`src/rtl/dmem_arbiter.sv`:
```
// Round-robin arbiter sharing one single-port data memory between the core and a debug/loader port.
// Optional DMEM_ARB_LOCK_EN adds d_lock, which lets the debug port hold off the core during a preload.
module dmem_arbiter #(
  parameter int AW          = 6,
  parameter int DW          = 32,
  parameter int MEM_LATENCY = 1
) (
  input  logic          clk,
  input  logic          rst,
  input  logic          c_req,
  input  logic          c_we,
  input  logic [AW-1:0] c_addr,
  input  logic [DW-1:0] c_wdata,
  output logic [DW-1:0] c_rdata,
  output logic          c_ack,
  output logic          c_stall,
  input  logic          d_req,
  input  logic          d_we,
  input  logic [AW-1:0] d_addr,
  input  logic [DW-1:0] d_wdata,
  output logic [DW-1:0] d_rdata,
  output logic          d_ack,
`ifdef DMEM_ARB_LOCK_EN
  input  logic          d_lock,
`endif
  output logic          m_en,
  output logic          m_we,
  output logic [AW-1:0] m_addr,
  output logic [DW-1:0] m_wdata,
  input  logic [DW-1:0] m_rdata,
  output logic          busy
);

  localparam int CW = 4;
  localparam logic [CW-1:0] CNT_LOAD = CW'(MEM_LATENCY - 1);

  typedef enum logic [1:0] {IDLE, ISSUE, WAIT, RESP} state_t;

  state_t          state_q, state_d;
  logic            gnt_dbg_q, gnt_dbg_d;
  logic            last_dbg_q, last_dbg_d;
  logic [CW-1:0]   cnt_q, cnt_d;
  logic            m_en_q, m_en_d;
  logic            m_we_q, m_we_d;
  logic [AW-1:0]   m_addr_q, m_addr_d;
  logic [DW-1:0]   m_wdata_q, m_wdata_d;
  logic [DW-1:0]   c_rdata_q, c_rdata_d;
  logic [DW-1:0]   d_rdata_q, d_rdata_d;
  logic            lock_act;
  logic            pick_core, pick_dbg;

`ifdef DMEM_ARB_LOCK_EN
  assign lock_act = d_lock;
`else
  assign lock_act = 1'b0;
`endif

  // last_dbg_q=1 means debug was served last, so the core wins a tie.
  assign pick_core = c_req & ~lock_act & (~d_req | last_dbg_q);
  assign pick_dbg  = d_req & (lock_act | ~c_req | ~last_dbg_q);

  always_comb begin
    state_d    = state_q;
    gnt_dbg_d  = gnt_dbg_q;
    last_dbg_d = last_dbg_q;
    cnt_d      = cnt_q;
    m_en_d     = 1'b0;
    m_we_d     = 1'b0;
    m_addr_d   = m_addr_q;
    m_wdata_d  = m_wdata_q;
    c_rdata_d  = c_rdata_q;
    d_rdata_d  = d_rdata_q;
    unique case (state_q)
      IDLE: begin
        if (pick_core || pick_dbg) begin
          gnt_dbg_d = pick_dbg;
          m_en_d    = 1'b1;
          m_we_d    = pick_dbg ? d_we    : c_we;
          m_addr_d  = pick_dbg ? d_addr  : c_addr;
          m_wdata_d = pick_dbg ? d_wdata : c_wdata;
          state_d   = ISSUE;
          // Locked grants leave the fairness pointer alone.
          if (pick_core)                 last_dbg_d = 1'b0;
          else if (!lock_act)            last_dbg_d = 1'b1;
        end
      end
      ISSUE: begin
        if (m_we_q) begin
          state_d = RESP;
        end else begin
          cnt_d   = CNT_LOAD;
          state_d = WAIT;
        end
      end
      WAIT: begin
        if (cnt_q == '0) begin
          if (gnt_dbg_q) d_rdata_d = m_rdata;
          else           c_rdata_d = m_rdata;
          state_d = RESP;
        end else begin
          cnt_d = cnt_q - CW'(1);
        end
      end
      RESP:    state_d = IDLE;
      default: state_d = IDLE;
    endcase
  end

  always_ff @(posedge clk or posedge rst) begin
    if (rst) begin
      state_q    <= IDLE;
      gnt_dbg_q  <= 1'b0;
      last_dbg_q <= 1'b1;
      cnt_q      <= '0;
      m_en_q     <= 1'b0;
      m_we_q     <= 1'b0;
      m_addr_q   <= '0;
      m_wdata_q  <= '0;
      c_rdata_q  <= '0;
      d_rdata_q  <= '0;
    end else begin
      state_q    <= state_d;
      gnt_dbg_q  <= gnt_dbg_d;
      last_dbg_q <= last_dbg_d;
      cnt_q      <= cnt_d;
      m_en_q     <= m_en_d;
      m_we_q     <= m_we_d;
      m_addr_q   <= m_addr_d;
      m_wdata_q  <= m_wdata_d;
      c_rdata_q  <= c_rdata_d;
      d_rdata_q  <= d_rdata_d;
    end
  end

  assign m_en    = m_en_q;
  assign m_we    = m_we_q;
  assign m_addr  = m_addr_q;
  assign m_wdata = m_wdata_q;
  assign c_rdata = c_rdata_q;
  assign d_rdata = d_rdata_q;
  assign c_ack   = (state_q == RESP) & ~gnt_dbg_q;
  assign d_ack   = (state_q == RESP) &  gnt_dbg_q;
  assign c_stall = c_req & ~c_ack;
  assign busy    = (state_q != IDLE);

endmodule

```
`config.mk`:
```
export PLATFORM = sky130hd
export DESIGN_NAME = dmem_arbiter
export DESIGN_NICKNAME = d
export VERILOG_FILES = /design/src/rtl/dmem_arbiter.sv
export SDC_FILE = /design/constraint.sdc
export NUM_CORES = 1
export LEC_CHECK = 0
export BUFFER_PORTS_ARGS = -buffer_cell sky130_fd_sc_hd__buf_2
export CORE_MARGIN = 5
export CORE_UTILIZATION = 42
export CTS_CLUSTER_DIAMETER = 50
export DETAILED_ROUTE_END_ITERATION = 16
export PLACE_DENSITY = 0.76
export SLEW_MARGIN = 20
export SYNTH_ARGS = -nofsm -noshare
export SYNTH_HDL_FRONTEND = slang
export SYNTH_SLANG_ARGS = --single-unit
```
`constraint.sdc`:
```
create_clock -name clk -period 3.2 [get_ports clk]
set_input_delay 0.16 -clock clk [delete_from_list [all_inputs] [get_ports clk]]
set_output_delay 0.16 -clock clk [all_outputs]
set_load 0.01 [all_outputs]
```
==> impl_metrics.yaml <==
outcome:
  status: "complete, no violations"
place:
  hpwl_um: 8830
  globalplace.congestion: 0.768
  io_buffer_count: 221
  dp.cells: 712
floorplan:
  die_x_um: 118
  io_pins: 222
  die_h_um: 118
  row_count: 39
  die-area_sq_mm: 0.0138
  initial_core_util_pct: 42.7
  core_area_sq_mm: 0.0114
critical_path:
  critPathBufInv: 2
  worst_setup_path_start_kind: "flip-flop"
  path_cells: "inv_1 > ha_1 > nand4bb_1 > nor2_2 > buf_4 > mux2_2"
  rr_worst_depth: 6
  slowest_stage: "dfrtp_1"
  regToRegEndpoint: "c_rdata[21]"
  r2r_setup_slack_ps: 1040
  critPathArrivalTime_ps: 2390
  timing.rr.start: "state_q[0]"
  end_kind: "flip-flop"
  crit_path_max_fanout: 32
  cp_top_family: "buffers and inverters"
  required_ps: 3430
  cpPeakStageDelay_ps: 430
  critPathKind: "flip-flop to flip-flop"
power_and_ir_drop:
  switching_share_pct: 35.5
  vdd_ir_drop_max_v: 0.000636
  powerDensity_mw_per_mm2: 990
  cellLeakagePower_nw: 3.34
  seq_power_share_pct: 40.3
  intPower_mw: 4.09
  p_switching_mw: 2.25
  clkPwrFrac_pct: 18.0
  p_comb_share_pct: 41.7
sta:
  slew_headroom_pct: 55.8
  rsz0062_at_grt: "no"
  fmax_mhz: 463
  hold_viol_final: 0
  finalClockSkew_ps: 4.58
  period_share_pct: 67.6
  drv_slew: 0
  finalSetupViolations: 0
  fin_setup_tns_ps: 0
  period_needed_ps: 2160
  worst_slew_pin_slew_ps: 663
synth:
  yosysWarnings: 0
  yosysTopAreaCell: "dfrtp_1"
  synth_cells: 361
  syn_area_sq_mm: 0.00486
  synth_top_area_share_pct: 57.2
  synthTopCellsByArea: "dfrtp_1 (57%), mux2_4 (9.3%), mux2i_1 (8.2%), mux2_2 (8.1%), o21ai_0 (4.1%)"
  avgSynthCellArea_sq_um: 13.5
  synth-seq-cells: 112
  yosysUniqueCellTypes: 39
  syn-num-nets: 481
  seq_area_frac_synth_pct: 57.7
grt:
  grt_pass1_vias: 3777
  grt_pass1_wl_um: 19100
  antenna_found_initial: 0
  grt_max_degree: 54
  overflow: 0
  grt.total_usage_pct: 16.7
clock_network:
  cts_htree_levels: 3
  cts.clk_slew.worst_paths_ps: 70
  numCtsBuffers: 9
  cts_resized: 0
  cts_tree: "yes"
  root_buffer: "clkbuf_16"
  clk-insertion-delay-late_ps: 350
  clock_sinks: 112
  cts_buffer_depth: 2
cells_and_area:
  layout_common_cells: "buf_2 (221), dfrtp_1 (111), o21ai_0 (40), mux2i_1 (40), nand2_1 (39)"
  drive_gt1_share_pct: 53.8
  antenna_cells: 0
  finalNonFillerCells: 729
  final_nets: 701
  area_growth_pct: 31.8
  final_common_cell: "buf_2"
route:
  vias: 3574
  antenna_left: 0
  drt_wl_total_um: 11600
  drt_pass1_iterations: 4
  dr.first_iter.drc_count: 239
  avgRoutedWirePerCell_um: 15.9
  via_per_inst: 4.90
  route.detailed.drc: 0
hold_path:
  hold_end: "d_rdata[20]"
  hp-class: "input port to flip-flop"
  hp-start: "m_rdata[20]"
  holdPathStages: 2
job:
  max_cap_viol_count: 0
worst max-delay path by stage:
| stage | startpoint | to | slack, ps | cells past startpoint |
|---|---|---|---|---|
| after floorplan | rst | c_rdata[0] | 80 | 1 |
| after global placement | state_q[0] | d_rdata[20] | 1180 | 5 |
| after detailed placement | state_q[0] | c_rdata[22] | 1070 | 6 |
| after CTS | state_q[0] | c_rdata[3] | 1050 | 6 |
| after global routing | state_q[0] | c_rdata[27] | 910 | 6 |
| final | state_q[0] | c_rdata[21] | 1040 | 6 |
per-layer routing:
metal  wire (um)  vias to the layer above  share of wire, %  global-route usage, %
met5           0                        -                 0                      0
met4         243                        0               2.1                   7.03
li1            -                     1710                 -                      -
met1        5010                     1674                43                   21.6
met2        5350                      173                46                   26.7
met3         966                       17               8.3                   4.42
Yosys cell counts:
cell / instances
clkbuf_1: 6
nand4b_1: 1
buf_6: 3
nand2b_1: 1
nor2_2: 1
buf_4: 6
or3_1: 1
mux2i_1: 40
or3b_1: 1
a22oi_1: 1
a21boi_2: 1
nand2_1: 39
a22o_1: 1
nand3b_1: 2
o21ai_0: 40
a221oi_1: 1
ha_1: 6
o211ai_1: 1
buf_2: 4
nor2_1: 3
inv_1: 7
a21oi_1: 1
o21ai_1: 1
dfrtp_1: 111
nand4bb_1: 1
dfstp_2: 1
o31ai_1: 1
nor2b_1: 3
mux2_4: 30
nor3_1: 2
mux2_2: 35
and3_1: 1
nand3_1: 1
a2bb2oi_1: 1
a31oi_1: 1
nand2_4: 1
and2_1: 2
and4bb_4: 1
o41ai_1: 1
state kept, by name, indices dropped and copies added (netlist names):
register    cells
cnt_q           4
m_wdata        32
state_q         2
m_addr          6
last_dbg_q      1
d_rdata        32
m_en            1
c_rdata        32
gnt_dbg_q       1
m_we            1
logic make-up (layout without fill, tap and decap cells):
family	Yosys count	after routing	share of synthesized area, %
adders and majority gates	6	6	1.55
DFF	112	112	57.7
muxes	105	105	25.6
AOI/OAI and AO/OA	51	51	5.87
and+or+nand+nor	61	61	6.18
buffers and inverters	26	251	3.04
power by group through the flow:
stage | clock network, mW | registers (mW) | logic (mW)
2_1_floorplan | 0 | 2.83 | 1.34
3_3_place_gp | 0 | 2.54 | 2.58
3_5_place_dp | 0 | 2.57 | 2.69
4_1_cts | 1.19 | 2.56 | 2.68
5_1_grt | 1.24 | 2.65 | 2.90
6_report | 1.14 | 2.56 | 2.64
what timing repair did:
action                                 4_1_cts  5_1_grt
hold buffers                                 1        0
endpoints found under the hold margin       49        0
setup buffers                                0        0
cell type report:
cell class,instances,area (sq um)
fillers,939,4970
flip-flops and latches,112,2800
multi-input cells,223,1920
repair buffers,228,1160
clock buffers,9,225
well taps,143,179
clock inverters,7,78.8
inverters,7,28.8
through the flow:
step           worst slack [ps]  hold slack [ps]  total power [mW]  utilization [%]  cell area, sq um
5_1_grt                     911             45.8              6.78             56.3              6400
2_1_floorplan              82.6              223              4.17                -              4860
3_5_place_dp               1070              311              5.26             53.5              6090
4_1_cts                    1050             32.7              6.43             56.3              6400
6_report                   1040             49.6              6.34             56.3              6400
3_3_place_gp               1180              301              5.13             53.5              6090
No activity file was read; power rests on OpenSTA's default activity.
